==> config.mk <==
export PLATFORM = sky130hd
export DESIGN_NAME = dmem_access_ctrl_flat
export DESIGN_NICKNAME = d
export VERILOG_FILES = /design/src/rtl/dmem_access_ctrl_if.sv /design/src/rtl/dmem_access_ctrl.sv /design/src/flat_wrapper.sv
export SDC_FILE = /design/constraint.sdc
export NUM_CORES = 1
export LEC_CHECK = 0
export ABC_AREA = 1
export CORE_UTILIZATION = 47
export DETAILED_ROUTE_END_ITERATION = 10
export DONT_BUFFER_PORTS = 1
export PLACE_DENSITY = 0.64
export SLEW_MARGIN = 20
export SYNTH_ARGS = -nofsm -noshare
export SYNTH_HDL_FRONTEND = slang
export SYNTH_SLANG_ARGS = --single-unit
==> constraint.sdc <==
create_clock -name sys_clk_i -period 4.55 [get_ports sys_clk_i]
set_input_delay 0.455 -clock sys_clk_i [delete_from_list [all_inputs] [get_ports sys_clk_i]]
set_output_delay 0.455 -clock sys_clk_i [all_outputs]
set_load 0.1 [all_outputs]
==> src/rtl/dmem_access_ctrl_if.sv <==
// Signal bundle between the MEM stage, the debug read port, the data RAM and dmem_access_ctrl.
// slave is the controller's view; master is the view of everything around it.
interface dmem_access_ctrl_if;
    logic        cpu_req_i;
    logic        cpu_we_i;
    logic [2:0]  cpu_funct3_i;
    logic [31:0] cpu_addr_i;
    logic [31:0] cpu_wdata_i;
    logic [31:0] cpu_rdata_o;
    logic        cpu_ack_o;
    logic        cpu_err_o;
    logic        cpu_stall_o;
    logic        dbg_req_i;
    logic [31:0] dbg_addr_i;
    logic [31:0] dbg_rdata_o;
    logic        dbg_ack_o;
    logic        ram_rd_en_o;
    logic        ram_wr_en_o;
    logic [31:0] ram_addr_o;
    logic [31:0] ram_wdata_o;
    logic [31:0] ram_rdata_i;

    modport slave (
        input  cpu_req_i, cpu_we_i, cpu_funct3_i, cpu_addr_i, cpu_wdata_i,
        output cpu_rdata_o, cpu_ack_o, cpu_err_o, cpu_stall_o,
        input  dbg_req_i, dbg_addr_i,
        output dbg_rdata_o, dbg_ack_o,
        output ram_rd_en_o, ram_wr_en_o, ram_addr_o, ram_wdata_o,
        input  ram_rdata_i
    );

    modport master (
        output cpu_req_i, cpu_we_i, cpu_funct3_i, cpu_addr_i, cpu_wdata_i,
        input  cpu_rdata_o, cpu_ack_o, cpu_err_o, cpu_stall_o,
        output dbg_req_i, dbg_addr_i,
        input  dbg_rdata_o, dbg_ack_o,
        input  ram_rd_en_o, ram_wr_en_o, ram_addr_o, ram_wdata_o,
        output ram_rdata_i
    );
endinterface

==> src/rtl/dmem_access_ctrl.sv <==
// Data RAM sequencer for CPU B/H/W loads/stores (sub-word stores by RMW) and debug reads.
// Ack latency from grant: error 1, SW 2, load/debug 3, SB/SH 4; requesters stall holding req until ack.
module dmem_access_ctrl #(
    parameter int RAM_DEPTH  = 65536,
    parameter int DATA_WIDTH = 32
) (
    input  logic               sys_clk_i,
    input  logic               rst_i,
    dmem_access_ctrl_if.slave  bus
);
    typedef enum logic [3:0] {
        IDLE, CPU_RD, LD_CAP, MERGE, CPU_WR, RESP, DBG_RD, DBG_CAP, DBG_RESP
    } state_t;

    localparam logic [31:0] WORD_MASK = 32'(RAM_DEPTH - 1);

    state_t                  state_q, state_d;
    logic [31:0]             addr_q;
    logic                    we_q;
    logic [2:0]              f3_q;
    logic [DATA_WIDTH-1:0]   wdata_q;
    logic                    err_q;
    logic                    favour_dbg_q;
    logic [31:0]             cpu_rdata_q;
    logic [31:0]             dbg_rdata_q;

    logic                    grant_cpu, grant_dbg;
    logic                    req_err;
    logic [7:0]              lane_b;
    logic [15:0]             lane_h;
    logic [31:0]             load_ext;
    logic [31:0]             merged;

    // Access check on the live request; only consulted in the grant cycle.
    always_comb begin
        req_err = 1'b0;
        case (bus.cpu_funct3_i)
            3'b011, 3'b110, 3'b111: req_err = 1'b1;
            default: begin
                if (bus.cpu_funct3_i[1:0] == 2'b01 && bus.cpu_addr_i[0])
                    req_err = 1'b1;
                if (bus.cpu_funct3_i[1:0] == 2'b10 && bus.cpu_addr_i[1:0] != 2'b00)
                    req_err = 1'b1;
            end
        endcase
    end

    always_comb begin
        state_d   = state_q;
        grant_cpu = 1'b0;
        grant_dbg = 1'b0;
        case (state_q)
            IDLE: begin
                if (bus.cpu_req_i && (!bus.dbg_req_i || !favour_dbg_q)) begin
                    grant_cpu = 1'b1;
                    if (req_err)
                        state_d = RESP;
                    else if (bus.cpu_we_i && bus.cpu_funct3_i[1:0] == 2'b10)
                        state_d = CPU_WR;
                    else
                        state_d = CPU_RD;
                end else if (bus.dbg_req_i) begin
                    grant_dbg = 1'b1;
                    state_d   = DBG_RD;
                end
            end
            CPU_RD:   state_d = we_q ? MERGE : LD_CAP;
            LD_CAP:   state_d = RESP;
            MERGE:    state_d = CPU_WR;
            CPU_WR:   state_d = RESP;
            RESP:     state_d = IDLE;
            DBG_RD:   state_d = DBG_CAP;
            DBG_CAP:  state_d = DBG_RESP;
            DBG_RESP: state_d = IDLE;
            default:  state_d = IDLE;
        endcase
    end

    always_ff @(posedge sys_clk_i or posedge rst_i) begin
        if (rst_i) state_q <= IDLE;
        else       state_q <= state_d;
    end

    // Lane extraction for loads and lane insertion for sub-word stores.
    always_comb begin
        lane_b = bus.ram_rdata_i[7:0];
        case (addr_q[1:0])
            2'd1:    lane_b = bus.ram_rdata_i[15:8];
            2'd2:    lane_b = bus.ram_rdata_i[23:16];
            2'd3:    lane_b = bus.ram_rdata_i[31:24];
            default: lane_b = bus.ram_rdata_i[7:0];
        endcase
        lane_h = addr_q[1] ? bus.ram_rdata_i[31:16] : bus.ram_rdata_i[15:0];

        case (f3_q)
            3'b000:  load_ext = {{24{lane_b[7]}}, lane_b};
            3'b100:  load_ext = {24'd0, lane_b};
            3'b001:  load_ext = {{16{lane_h[15]}}, lane_h};
            3'b101:  load_ext = {16'd0, lane_h};
            default: load_ext = bus.ram_rdata_i;
        endcase

        merged = bus.ram_rdata_i;
        if (f3_q[1:0] == 2'b00) begin
            case (addr_q[1:0])
                2'd0:    merged[7:0]   = wdata_q[7:0];
                2'd1:    merged[15:8]  = wdata_q[7:0];
                2'd2:    merged[23:16] = wdata_q[7:0];
                default: merged[31:24] = wdata_q[7:0];
            endcase
        end else if (addr_q[1]) begin
            merged[31:16] = wdata_q[15:0];
        end else begin
            merged[15:0]  = wdata_q[15:0];
        end
    end

    always_ff @(posedge sys_clk_i or posedge rst_i) begin
        if (rst_i) begin
            addr_q       <= '0;
            we_q         <= 1'b0;
            f3_q         <= '0;
            wdata_q      <= '0;
            err_q        <= 1'b0;
            favour_dbg_q <= 1'b0;
            cpu_rdata_q  <= '0;
            dbg_rdata_q  <= '0;
        end else begin
            if (grant_cpu) begin
                addr_q       <= bus.cpu_addr_i;
                we_q         <= bus.cpu_we_i;
                f3_q         <= bus.cpu_funct3_i;
                wdata_q      <= bus.cpu_wdata_i;
                err_q        <= req_err;
                favour_dbg_q <= 1'b1;
            end
            if (grant_dbg) begin
                addr_q       <= bus.dbg_addr_i;
                we_q         <= 1'b0;
                err_q        <= 1'b0;
                favour_dbg_q <= 1'b0;
            end
            if (state_q == LD_CAP)  cpu_rdata_q <= load_ext;
            if (state_q == MERGE)   wdata_q     <= merged;
            if (state_q == DBG_CAP) dbg_rdata_q <= bus.ram_rdata_i;
        end
    end

    assign bus.ram_rd_en_o = (state_q == CPU_RD) || (state_q == DBG_RD);
    assign bus.ram_wr_en_o = (state_q == CPU_WR);
    assign bus.ram_addr_o  = {2'b00, addr_q[31:2]} & WORD_MASK;
    assign bus.ram_wdata_o = wdata_q;
    assign bus.cpu_rdata_o = cpu_rdata_q;
    assign bus.cpu_ack_o   = (state_q == RESP);
    assign bus.cpu_err_o   = (state_q == RESP) && err_q;
    assign bus.cpu_stall_o = bus.cpu_req_i && !bus.cpu_ack_o;
    assign bus.dbg_rdata_o = dbg_rdata_q;
    assign bus.dbg_ack_o   = (state_q == DBG_RESP);
endmodule

==> src/flat_wrapper.sv <==
// flat-port wrapper written by rule: the top's interface ports become plain ports
module dmem_access_ctrl_flat 
#(
    parameter int RAM_DEPTH  = 65536,
    parameter int DATA_WIDTH = 32
)
  (sys_clk_i, rst_i, bus_cpu_req_i, bus_cpu_we_i, bus_cpu_funct3_i, bus_cpu_addr_i, bus_cpu_wdata_i, bus_cpu_rdata_o, bus_cpu_ack_o, bus_cpu_err_o, bus_cpu_stall_o, bus_dbg_req_i, bus_dbg_addr_i, bus_dbg_rdata_o, bus_dbg_ack_o, bus_ram_rd_en_o, bus_ram_wr_en_o, bus_ram_addr_o, bus_ram_wdata_o, bus_ram_rdata_i);
  dmem_access_ctrl_if bus_i ();
  input  logic sys_clk_i;
  input  logic rst_i;
  input wire logic [$bits(bus_i.cpu_req_i)-1:0] bus_cpu_req_i;
  input wire logic [$bits(bus_i.cpu_we_i)-1:0] bus_cpu_we_i;
  input wire logic [$bits(bus_i.cpu_funct3_i)-1:0] bus_cpu_funct3_i;
  input wire logic [$bits(bus_i.cpu_addr_i)-1:0] bus_cpu_addr_i;
  input wire logic [$bits(bus_i.cpu_wdata_i)-1:0] bus_cpu_wdata_i;
  output wire logic [$bits(bus_i.cpu_rdata_o)-1:0] bus_cpu_rdata_o;
  output wire logic [$bits(bus_i.cpu_ack_o)-1:0] bus_cpu_ack_o;
  output wire logic [$bits(bus_i.cpu_err_o)-1:0] bus_cpu_err_o;
  output wire logic [$bits(bus_i.cpu_stall_o)-1:0] bus_cpu_stall_o;
  input wire logic [$bits(bus_i.dbg_req_i)-1:0] bus_dbg_req_i;
  input wire logic [$bits(bus_i.dbg_addr_i)-1:0] bus_dbg_addr_i;
  output wire logic [$bits(bus_i.dbg_rdata_o)-1:0] bus_dbg_rdata_o;
  output wire logic [$bits(bus_i.dbg_ack_o)-1:0] bus_dbg_ack_o;
  output wire logic [$bits(bus_i.ram_rd_en_o)-1:0] bus_ram_rd_en_o;
  output wire logic [$bits(bus_i.ram_wr_en_o)-1:0] bus_ram_wr_en_o;
  output wire logic [$bits(bus_i.ram_addr_o)-1:0] bus_ram_addr_o;
  output wire logic [$bits(bus_i.ram_wdata_o)-1:0] bus_ram_wdata_o;
  input wire logic [$bits(bus_i.ram_rdata_i)-1:0] bus_ram_rdata_i;
  assign bus_i.cpu_req_i = bus_cpu_req_i;
  assign bus_i.cpu_we_i = bus_cpu_we_i;
  assign bus_i.cpu_funct3_i = bus_cpu_funct3_i;
  assign bus_i.cpu_addr_i = bus_cpu_addr_i;
  assign bus_i.cpu_wdata_i = bus_cpu_wdata_i;
  assign bus_cpu_rdata_o = bus_i.cpu_rdata_o;
  assign bus_cpu_ack_o = bus_i.cpu_ack_o;
  assign bus_cpu_err_o = bus_i.cpu_err_o;
  assign bus_cpu_stall_o = bus_i.cpu_stall_o;
  assign bus_i.dbg_req_i = bus_dbg_req_i;
  assign bus_i.dbg_addr_i = bus_dbg_addr_i;
  assign bus_dbg_rdata_o = bus_i.dbg_rdata_o;
  assign bus_dbg_ack_o = bus_i.dbg_ack_o;
  assign bus_ram_rd_en_o = bus_i.ram_rd_en_o;
  assign bus_ram_wr_en_o = bus_i.ram_wr_en_o;
  assign bus_ram_addr_o = bus_i.ram_addr_o;
  assign bus_ram_wdata_o = bus_i.ram_wdata_o;
  assign bus_i.ram_rdata_i = bus_ram_rdata_i;
  dmem_access_ctrl #(.RAM_DEPTH(RAM_DEPTH), .DATA_WIDTH(DATA_WIDTH)) u_core (.sys_clk_i(sys_clk_i), .rst_i(rst_i), .bus(bus_i));
endmodule
==> summary.md, run 1 <==
In this design, the stage delay of the slowest critical-path cell is 0.83 ns. STA classifies the critical path endpoint as an output port. After detailed routing, the average wire length per cell comes to 18.50 µm.

Derived from the worst setup path, the maximum achievable clock frequency is 371.8 MHz. Worst min-delay path category: primary input to async pin. For the pin with the worst max-slew slack, the measured transition is 1.156 ns. Ranked by total cell area, the synthesized netlist is headed by dfrtp_1, nand2_1, o21ai_0. The library cell used most frequently in the layout, excluding fill and tap cells, is nand2_1.

Setup total negative slack on the finished layout was measured at 0 ns. The logs give 0.4802 for the initial cell density of the core and 0 for the hold buffer count at CTS. The first routing iteration left 520 violations.

The number of cells in the finished layout apart from fillers came out at 1089. For this run, the detailed router's first-pass iteration total came to 6. The mapped netlist covers 6953 µm². The count of nets left with antenna violations once routing finished came out at 0.

Relative to the synthesized area, the layout overhead comes to 6.550%. The critical path goes through inv_1 > nor2_1 > inv_1 > nor2_2 > buf_4 > nor2_2. The number of clock buffers added by TritonCTS is 17. Detailed routing inserted a total of 5893 vias.

Number of buffers inserted by port buffering: 0. After clock tree synthesis, the clock-pin slew on the worst setup and hold paths is 0.05 ns. TritonCTS built the clock tree. Setup repair after global routing left no endpoint under its margin. The biggest area contributor in the post-synthesis netlist is dfrtp_1. The floorplan has 44 rows. The tools report the total global routing track utilization as 0.2678. The number of logic stages on the critical path including buffering came out at 6. Measured in cells, the most critical reg-to-reg path has a length of 10.

The fraction of the cycle the final worst path needs is 0.5912. The width of the die works out to 123.6 µm. Cell at the slowest stage of the critical path: nor2_2. The final layout contains routed wiring with a total length of 20150 µm. The die is 123.6 µm tall.

Entering global routing, the biggest net connects 71 pins. With fillers left out, the area of the finished cells amounts to 7408 µm². The share of final-layout standard cells stronger than drive strength 1 is 0.1072. The tools report the sequential fraction of the synthesis area as 0.4463. The critical path's top delay family was simple AND/OR/NAND/NOR gates. The shortest period the worst path allows was 2.690 ns; the total clock sinks was 124. Count of instances resized after the clock tree is built: 0. Setup violations remaining at the end of the flow were counted as 0. The worst register-to-register path has a setup slack of 2.18 ns. Counting tap cells, the placed design contains a total of 1057 instances. The run gives 0.009096 ns as the final worst clock skew. Max-cap check violation count: 0. Start-to-end type of the worst setup path: flip-flop to output port. The core utilization of the finished layout was 0.5117; the number of buffers between clock root and the deepest sink was 2. The tools report the worst-case headroom to the max-slew limit as 0.2290. Dividing the synthesized area by the synthesized cell count gives 7.468 µm².

For the initial antenna violation count, the log shows 0. The run gives 5389 as the via count of the first global-routing pass. The run finished with clean final reports. The clock tree synthesis step divided the H-tree into 4 levels. Once detailed placement completed, the half-perimeter wirelength came to 14570 µm. During synthesis, Yosys emitted a total of 0 warnings. The die covers 15280 µm². At the end of routability-driven placement, the weighted congestion stood at 0.9273. The largest fanout on the critical path works out to 4. For this run, the post-layout net count is 1029. The top cell type's share of synthesized area was 0.4463. Using the TritonRoute via totals, the vias-per-cell ratio works out to 5.411. The arrival time at the worst endpoint was 2.23 ns; the total count of hold-check failures in the final report was 0. The number of buffer and inverter stages on the critical path came out at 3. Clock tree synthesis selected as its root buffer the cell clkbuf_16.

The startpoint identified for the worst register-to-register timing path is u_core.addr_q[1]$_DFFE_PP0P_. After detailed routing, the number of remaining DRC violations is 0. The repair_antennas step left the layout with diodes totalling 0.

STA classifies the critical path startpoint as a flip-flop. The worst register-to-register path ends at u_core.bus.cpu_rdata_o[11]$_DFFE_PP0N_. For the worst-skew pair, the clock arrives at the later sink with an insertion delay of 0.42 ns. Yosys mapped the design onto 31 distinct sky130hd cell types. After detailed placement, the total cell area comes to 6833 µm². The number of max-slew violations in the final report came out at 0.

The library cells used most frequently in the layout, excluding fill and tap cells, are nand2_1, dfrtp_1, inv_1. The logs give 270 for the I/O pin count and 4.09 ns for the data required time at the worst endpoint. The post-CTS setup buffer count is 0, and the remaining global-route overflow is 0. The number of storage elements in the synthesis netlist came out at 124. The logs give 14480 µm² for the core area and 29880 µm for the first-pass GRT wire length. The run gives 931 as the number of instances in the synthesized netlist.
[worst max-delay path by stage]
| stage | start | slack, ns | to |
|---|---|---|---|
| after floorplan | rst_i | 0.80 | u_core.addr_q[0]$_DFFE_PP0P_ |
| after global placement | u_core.f3_q[1]$_DFFE_PP0P_ | 2.05 | u_core.bus.ram_wdata_o[12]$_DFFE_PP0P_ |
| after detailed placement | u_core.f3_q[1]$_DFFE_PP0P_ | 2.03 | u_core.bus.ram_wdata_o[8]$_DFFE_PP0P_ |
| after CTS | u_core.state_q[2]$_DFFE_PP0P_ | 1.83 | bus_cpu_stall_o |
| after global routing | u_core.state_q[1]$_DFFE_PP0P_ | 1.78 | bus_cpu_stall_o |
| final | u_core.state_q[2]$_DFFE_PP0P_ | 1.86 | bus_cpu_stall_o |
[area by class of cell]
| cell class | count | area (µm²) |
|---|---|---|
| inverter | 102 | 387.9 |
| multi-input combinational | 641 | 3047 |
| tap | 184 | 230.2 |
| timing repair buffer | 7 | 92.59 |
| clock buffer | 24 | 481.7 |
| sequential | 124 | 3104 |
| fill | 1435 | 7071 |
| clock inverter | 7 | 65.06 |
[flip-flops by register name, summed over array words and instances, names as in the netlist]
| name | flops |
|---|---|
| u_core.f3_q | 3 |
| u_core.err_q | 1 |
| u_core.favour_dbg_q | 1 |
| u_core.bus.cpu_rdata_o | 32 |
| u_core.bus.ram_wdata_o | 32 |
| u_core.we_q | 1 |
| u_core.addr_q | 18 |
| u_core.bus.dbg_rdata_o | 32 |
| u_core.state_q | 4 |
[layer usage]
metal / wire length, µm / up-vias / track usage
met1: 8197 / 2727 / 0.3447
li1: - / 2857 / -
met5: 0 / - / 0
met3: 2540 / 17 / 0.1113
met4: 259 / 0 / 0.07304
met2: 9152 / 292 / 0.4128
[Yosys cell counts]
cell / number
a21oi_1: 71
a21oi_2: 1
buf_2: 21
buf_4: 36
buf_6: 5
clkbuf_1: 17
conb_1: 1
dfrtp_1: 124
inv_1: 94
inv_2: 7
inv_4: 1
nand2_1: 271
nand2_2: 7
nand2_4: 1
nand2_8: 1
nand3_1: 58
nand3_2: 4
nand3_4: 1
nor2_1: 48
nor2_2: 3
nor2_4: 4
nor2_8: 1
nor3_1: 2
o211ai_1: 25
o21a_1: 2
o21ai_0: 86
o21ai_1: 9
o21ai_2: 8
o21bai_1: 1
o22ai_1: 5
or2_2: 16
[logic make-up after synthesis]
family	Yosys count	synth area share
compound gates	208	0.1656
buf+inv	181	0.1267
other cells	1	0.0005393
flops	124	0.4463
simple gates	417	0.2609
[per-stage QoR]
step,worst slack (ns),hold WS [ns]
after floorplan,0.7958,0.4848
after global placement,2.054,0.5045
after detailed placement,2.026,0.5144
after CTS,1.835,0.1281
after global routing,1.782,0.1543
final,1.860,0.1054
Power of run 1 is not shown: default switching activity piles up to over one toggle a cycle in this logic, so the estimate is an artifact.
==> run 2: changes to the inputs <==
Clock period 4.55 ns to 2.7 ns, I/O delays scaled along.
==> summary.md, run 2 (same netlist as run 1, synthesis figures left out) <==
For the number of buffers between clock root and the deepest sink, the log shows 2. The tools report the routed wire length as 20740 µm. By startpoint and endpoint, the worst setup path is classified as flip-flop to flip-flop.

The routed design uses 9494 µm of met2 wire. For the number of setup violations in the final report, the log shows 0. Shortest period the worst path allows: 2.341 ns. The run gives 0 as the number of remaining DRC errors. Detailed placement finished with a half-perimeter wire length of 14650 µm. The worst hold path belongs to the class primary input to flip-flop.

STA puts the critical path data required time at 3.00 ns. Kind of capture point of the worst setup path: a flip-flop. Leaving out fill and tap cells, the most frequent cell in the layout is nand2_1. The largest fanout on the critical path was 20; the fraction of the cycle the final worst path needs was 0.8669. The run finished with clean final reports.

Setup slack on the critical path of the routed design comes to 0.3593 ns. For the via count of the first global-routing pass, the log shows 5630. STA classifies the critical path startpoint as a flip-flop. The run gives 0 as the number of max-slew violations in the final report. In this design, the stage delay of the slowest critical-path cell is 0.61 ns. The run gives 0.3437 as the worst-case headroom to the max-slew limit. The critical path goes through inv_2 > nand2_2 > nor2_8 > o21a_1 > o211ai_1 > dlygate4sd3_1. The slew at the pin closest to its max-slew limit is 0.9844 ns.

The core area was 14480 µm². At the end of routability-driven placement, the weighted congestion stood at 0.8903. The number of antenna diodes in the final layout is 0.

The number of setup buffers added after CTS is 0. The post-detailed-route via-to-cell ratio was 5.328. The overall die area came out at 15280 µm².

The run gives 0 as the total count of hold-check failures in the final report. In the detailed route, the total length drawn on met3 is 2427 µm. Number of buffers inserted during clock tree synthesis: 17. The critical path contains buffers and inverters numbering 2 combined.

Entering global routing, the biggest net connects 125 pins. In this run, the number of DRC markers left after iteration 0 of detailed routing was 474. The area added between synthesis and finish came out at 14.43%.

The initial cell density of the core was 0.4802. The clock tree synthesis step divided the H-tree into 4 levels. Cell at the slowest stage of the critical path: o21a_1. After global routing the overflow that remains totals 0. The clock net in this run drives a total of 124 sinks.

The row count was 44; the max-cap check violation count was 0. TritonCTS built the clock tree. Between clock sinks in the finished design, the worst skew comes to 0.006815 ns. The share of final-layout standard cells stronger than drive strength 1 came out at 0.1224.

In the final design database the tool counted 1088 nets. In this run the clock root is driven by a clkbuf_16. The first global-routing pass estimated 30570 µm of wire.

Summing over every cut layer, the via total after detailed routing is 6117. The width of the die is 123.6 µm. The top cell types in the final layout, fill and taps aside, are nand2_1, dfrtp_1, inv_1. The clock slew at the register clock pins of the worst setup and hold paths was 0.05 ns; the die height was 123.6 µm. The number of antenna-violating nets in the routed design came out at 0. The maximum frequency from static timing analysis was 427.2 MHz. Broken down by cell family, the worst path's largest delay share belongs to compound AO/OA/AOI/OAI gates. The I/O pin count is 270, and the total global routing track utilization is 0.2746.

After detailed routing, the wire length on met1 is 8387 µm. The first detailed-routing pass took 5 iterations. Signal routing reaches up to met4. The routed length per placed instance was 18.07 µm; the initial antenna violation count was 0.

OpenSTA, run right after detailed placement, puts the worst setup slack at 0.6750 ns. Data on the critical path arrives at its endpoint at 2.64 ns. Buffers placed on the I/O ports in this run total 0. The setup TNS came out at 0 ns.

For the worst-skew pair, the clock arrives at the later sink with an insertion delay of 0.42 ns. Setup repair after global routing left no endpoint under its margin.
-- run 2: changes by cell type in the layout (fill, tap and decap cells not counted), moves of 2 or more --
cell / change
clkinv_2: -2
dlygate4sd3_1: +37
buf_4: +23
buf_16: -2
-- run 2: per-stage QoR --
stage | area [µm²] | instances | hold WS [ns] | util
2_1_floorplan | 7020 | 946 | 0.3910 | -
3_3_place_gp | 7005 | 1080 | 0.3959 | 0.4838
3_5_place_dp | 7005 | 1080 | 0.4047 | 0.4838
4_1_cts | 7956 | 1148 | 0.0009998 | 0.5495
5_1_grt | 7956 | 1148 | 0.01611 | 0.5495
6_report | 7956 | 1148 | 0.01711 | 0.5495
-- run 2: worst paths after layout --
path | startpoint | endpoint | slack [ns] | depth (start not counted)
worst min-delay path | bus_ram_rdata_i[26] | u_core.bus.dbg_rdata_o[26]$_DFFE_PP0P_ | 0.02 | 2
max in group asynchronous | rst_i | u_core.bus.dbg_rdata_o[13]$_DFFE_PP0P_ | 1.57 | 3
worst max-delay path | u_core.state_q[1]$_DFFE_PP0P_ | u_core.addr_q[0]$_DFFE_PP0P_ | 0.36 | 6
worst max register to register | u_core.state_q[1]$_DFFE_PP0P_ | u_core.addr_q[0]$_DFFE_PP0P_ | 0.36 | 6
min in group asynchronous | rst_i | u_core.bus.ram_wdata_o[18]$_DFFE_PP0P_ | 0.45 | 3
worst min register to register | u_core.favour_dbg_q$_DFFE_PP0P_ | u_core.favour_dbg_q$_DFFE_PP0P_ | 0.54 | 2
-- run 2: timing repair --
item / 4_1_cts / 5_1_grt
hold buffers: 37 / 0
resized for setup: 0 / 0
setup endpoints to repair: 0 / 0
hold endpoints to repair: 146 / 0
-- run 2: layout make-up --
cell class	count	area [µm²]
fill	1380	6523
sequential	124	3103
multi-input combinational	641	3053
timing repair buffer	66	600.6
clock buffer	25	495.5
inverter	102	389.1
tap	184	230.2
clock inverter	6	85.08
-- run 2: layer usage --
layer	vias up	GRT usage
met5	-	0
met4	0	0.1054
met3	36	0.1030
met2	299	0.4253
met1	2807	0.3468
li1	2975	-
-- run 2: worst reg2reg max path: stages (launching register included) --
cell and delay, ns:
dfrtp_1 0.43, inv_2 0.12, nand2_2 0.13, nor2_8 0.17, o21a_1 0.61, o211ai_1 0.17, dlygate4sd3_1 0.59
Power of run 2 is left out for the same reason.
==> run 3: changes to the inputs <==
Settings changed: CORE_UTILIZATION 47 to 44, PLACE_DENSITY 0.64 to 0.61.
==> summary.md, run 3 (same netlist as run 1, synthesis figures left out) <==
The largest fanout on the critical path is 20. The tightest hold path in the finished design has a slack of 0.01163 ns. In this run the most critical hold path is launched from bus_dbg_addr_i[8]. For the pin with the worst max-slew slack, the measured transition is 0.9704 ns. The cell family contributing the most delay on the critical path is compound AO/OA/AOI/OAI gates. The worst hold path terminates at u_core.addr_q[8]$_DFFE_PP0P_. The total instance count after detailed placement came out at 1107.

The max-cap check violation count is 0. The tools report the arrival time at the worst endpoint as 2.63 ns. The run gives 0 as the number of max-slew violations in the final report. The worst stage delay on the critical path was 0.61 ns; the register cell area after layout was 3103 µm². Setup repair after global routing left no endpoint under its margin. The tools report the initial cell density of the core as 0.4540. TritonCTS built the clock tree.

The run gives 420 as the number of DRC markers in iteration 0. The run gives 0.37 ns as the setup slack of the worst register-to-register path. After floorplanning, the core was divided into 45 placement rows.

The area of the multi-input gates was 3053 µm². Worst flop-to-flop path endpoint: u_core.addr_q[11]$_DFFE_PP0P_. The top cell types in the final layout, fill and taps aside, are nand2_1, dfrtp_1, inv_1. The number of levels the H-tree was split into is 4, and the number of buffers inserted during clock tree synthesis is 17.

The cell at the slowest stage of the critical path is o21a_1. The worst setup path is launched from a flip-flop. The number of vias after detailed routing is 6051, and the area added between synthesis and finish is 14.23%. The shortest period the worst path allows works out to 2.334 ns. Traced cell by cell, the critical path runs through inv_2 > nand2_2 > nor2_8 > o21a_1 > o211ai_1 > dlygate4sd3_1. The flow ran to the end, and the final reports show no timing, DRC or antenna violations. Total clock sinks: 124. The later pin in the worst-skew pair is clocked with a latency of 0.41 ns.

After detailed routing, the number of vias per cell comes to 5.185. The start-to-end type of the worst setup path was flip-flop to flip-flop. The data required time at the worst endpoint is 3.00 ns, and the share of final-layout standard cells stronger than drive strength 1 is 0.1287. The logs give 1079 for the final-stage net count and 0 for the count of instances resized after the clock tree is built. The fraction of the cycle the final worst path needs works out to 0.8646. The run gives 0 as the total count of hold-check failures in the final report. The half-perimeter wire length of the detailed placement result is 14800 µm.

The worst register-to-register path has a depth of 6. The run gives 0 ns as the setup TNS. Commonest non-fill, non-tap cell in the layout: nand2_1. The run gives 0 as the remaining global-route overflow. Total global routing track utilization: 0.2567.

The clock root buffer was clkbuf_16. Maximum frequency from static timing analysis: 428.4 MHz. Across the routed clock network, the largest skew measured is 0.009368 ns. Number of antenna-violating nets in the routed design: 0. The worst min-delay path category is primary input to flip-flop. The die is 127.7 µm tall. The run gives 0.8736 as the placer congestion estimate. The worst setup path is captured at a flip-flop. The core region is 15310 µm². The I/O pin count was 270; the via count of the first global-routing pass was 5664. The clock passes through at most 2 buffers. The run gives 0 as the initial antenna violation count.

The tools report the worst-case headroom to the max-slew limit as 0.3531. The routed length per placed instance works out to 17.74 µm. The first TritonRoute pass finished after 5 iterations. The count of buffers added on input and output ports is 0. Clock-pin slew was measured on the worst setup and hold paths at 0.06 ns. The number of setup violations in the final report came out at 0. The first-pass GRT wire length was 31350 µm; the cell depth of the worst min-delay path was 2. In this run the critical register-to-register path is launched from u_core.state_q[1]$_DFFE_PP0P_. The number of diodes came out at 0. Entering global routing, the biggest net connects 125 pins. The die covers 16310 µm². The tools report the total of fill cells in the finished design as 1520. The number of cells in the finished layout apart from fillers came out at 1167.

The floorplan step set the die width to 127.7 µm. For the routed wire length, the log shows 20700 µm. Together, buffers and inverters on the worst path number 2. For this run, design rule violations remaining after detail routing come to 0.
run 3: changes by cell type in the layout (fill, tap and decap cells not counted), sizes merged:
cell	delta
clkinvlp	+1
bufinv	+2
dlygate4sd3	-9
clkbuf	-8
inv	+1
clkinv	+5
run 3: cell type report:
cell class                 instances  area share
clock buffer                      17     0.05356
tap                              211     0.03324
multi-input combinational        641      0.3844
timing repair buffer              57     0.06427
sequential                       124      0.3907
clock inverter                    15     0.02489
inverter                         102     0.04899
run 3: worst max-delay path by stage:
stage                                       start                                endpoint  slack, ns  cells after the start
floorplan           u_core.state_q[2]$_DFFE_PP0P_                         bus_cpu_stall_o       0.24                      5
global placement       u_core.f3_q[0]$_DFFE_PP0P_  u_core.bus.cpu_rdata_o[13]$_DFFE_PP0N_       0.75                      7
detailed placement     u_core.f3_q[0]$_DFFE_PP0P_  u_core.bus.cpu_rdata_o[13]$_DFFE_PP0N_       0.75                      7
CTS                 u_core.state_q[1]$_DFFE_PP0P_           u_core.addr_q[13]$_DFFE_PP0P_       0.38                      6
global route        u_core.state_q[1]$_DFFE_PP0P_           u_core.addr_q[11]$_DFFE_PP0P_       0.20                      6
finish              u_core.state_q[1]$_DFFE_PP0P_           u_core.addr_q[11]$_DFFE_PP0P_       0.37                      6
run 3: through the flow:
stage / area (µm²) / utilization / setup WS (ns)
floorplan: 7020 / - / 0.2363
CTS: 7943 / 0.5186 / 0.3810
finish: 7943 / 0.5186 / 0.3656
detailed placement: 7039 / 0.4596 / 0.7457
global route: 7943 / 0.5186 / 0.1997
global placement: 7039 / 0.4596 / 0.7462
run 3: timing repair:
action | in CTS | in global routing
setup buffers | 0 | 0
endpoints found under the hold margin | 145 | 0
hold buffers | 28 | 0
run 3: layer usage:
| metal | vias to the layer above | global-route usage | wire length (µm) |
|---|---|---|---|
| li1 | 2954 | - | - |
| met1 | 2805 | 0.3282 | 8718 |
| met2 | 266 | 0.4044 | 9530 |
| met3 | 26 | 0.09599 | 2074 |
| met4 | 0 | 0.07889 | 381 |
| met5 | - | 0 | 0 |
Power of run 3 is left out for the same reason.
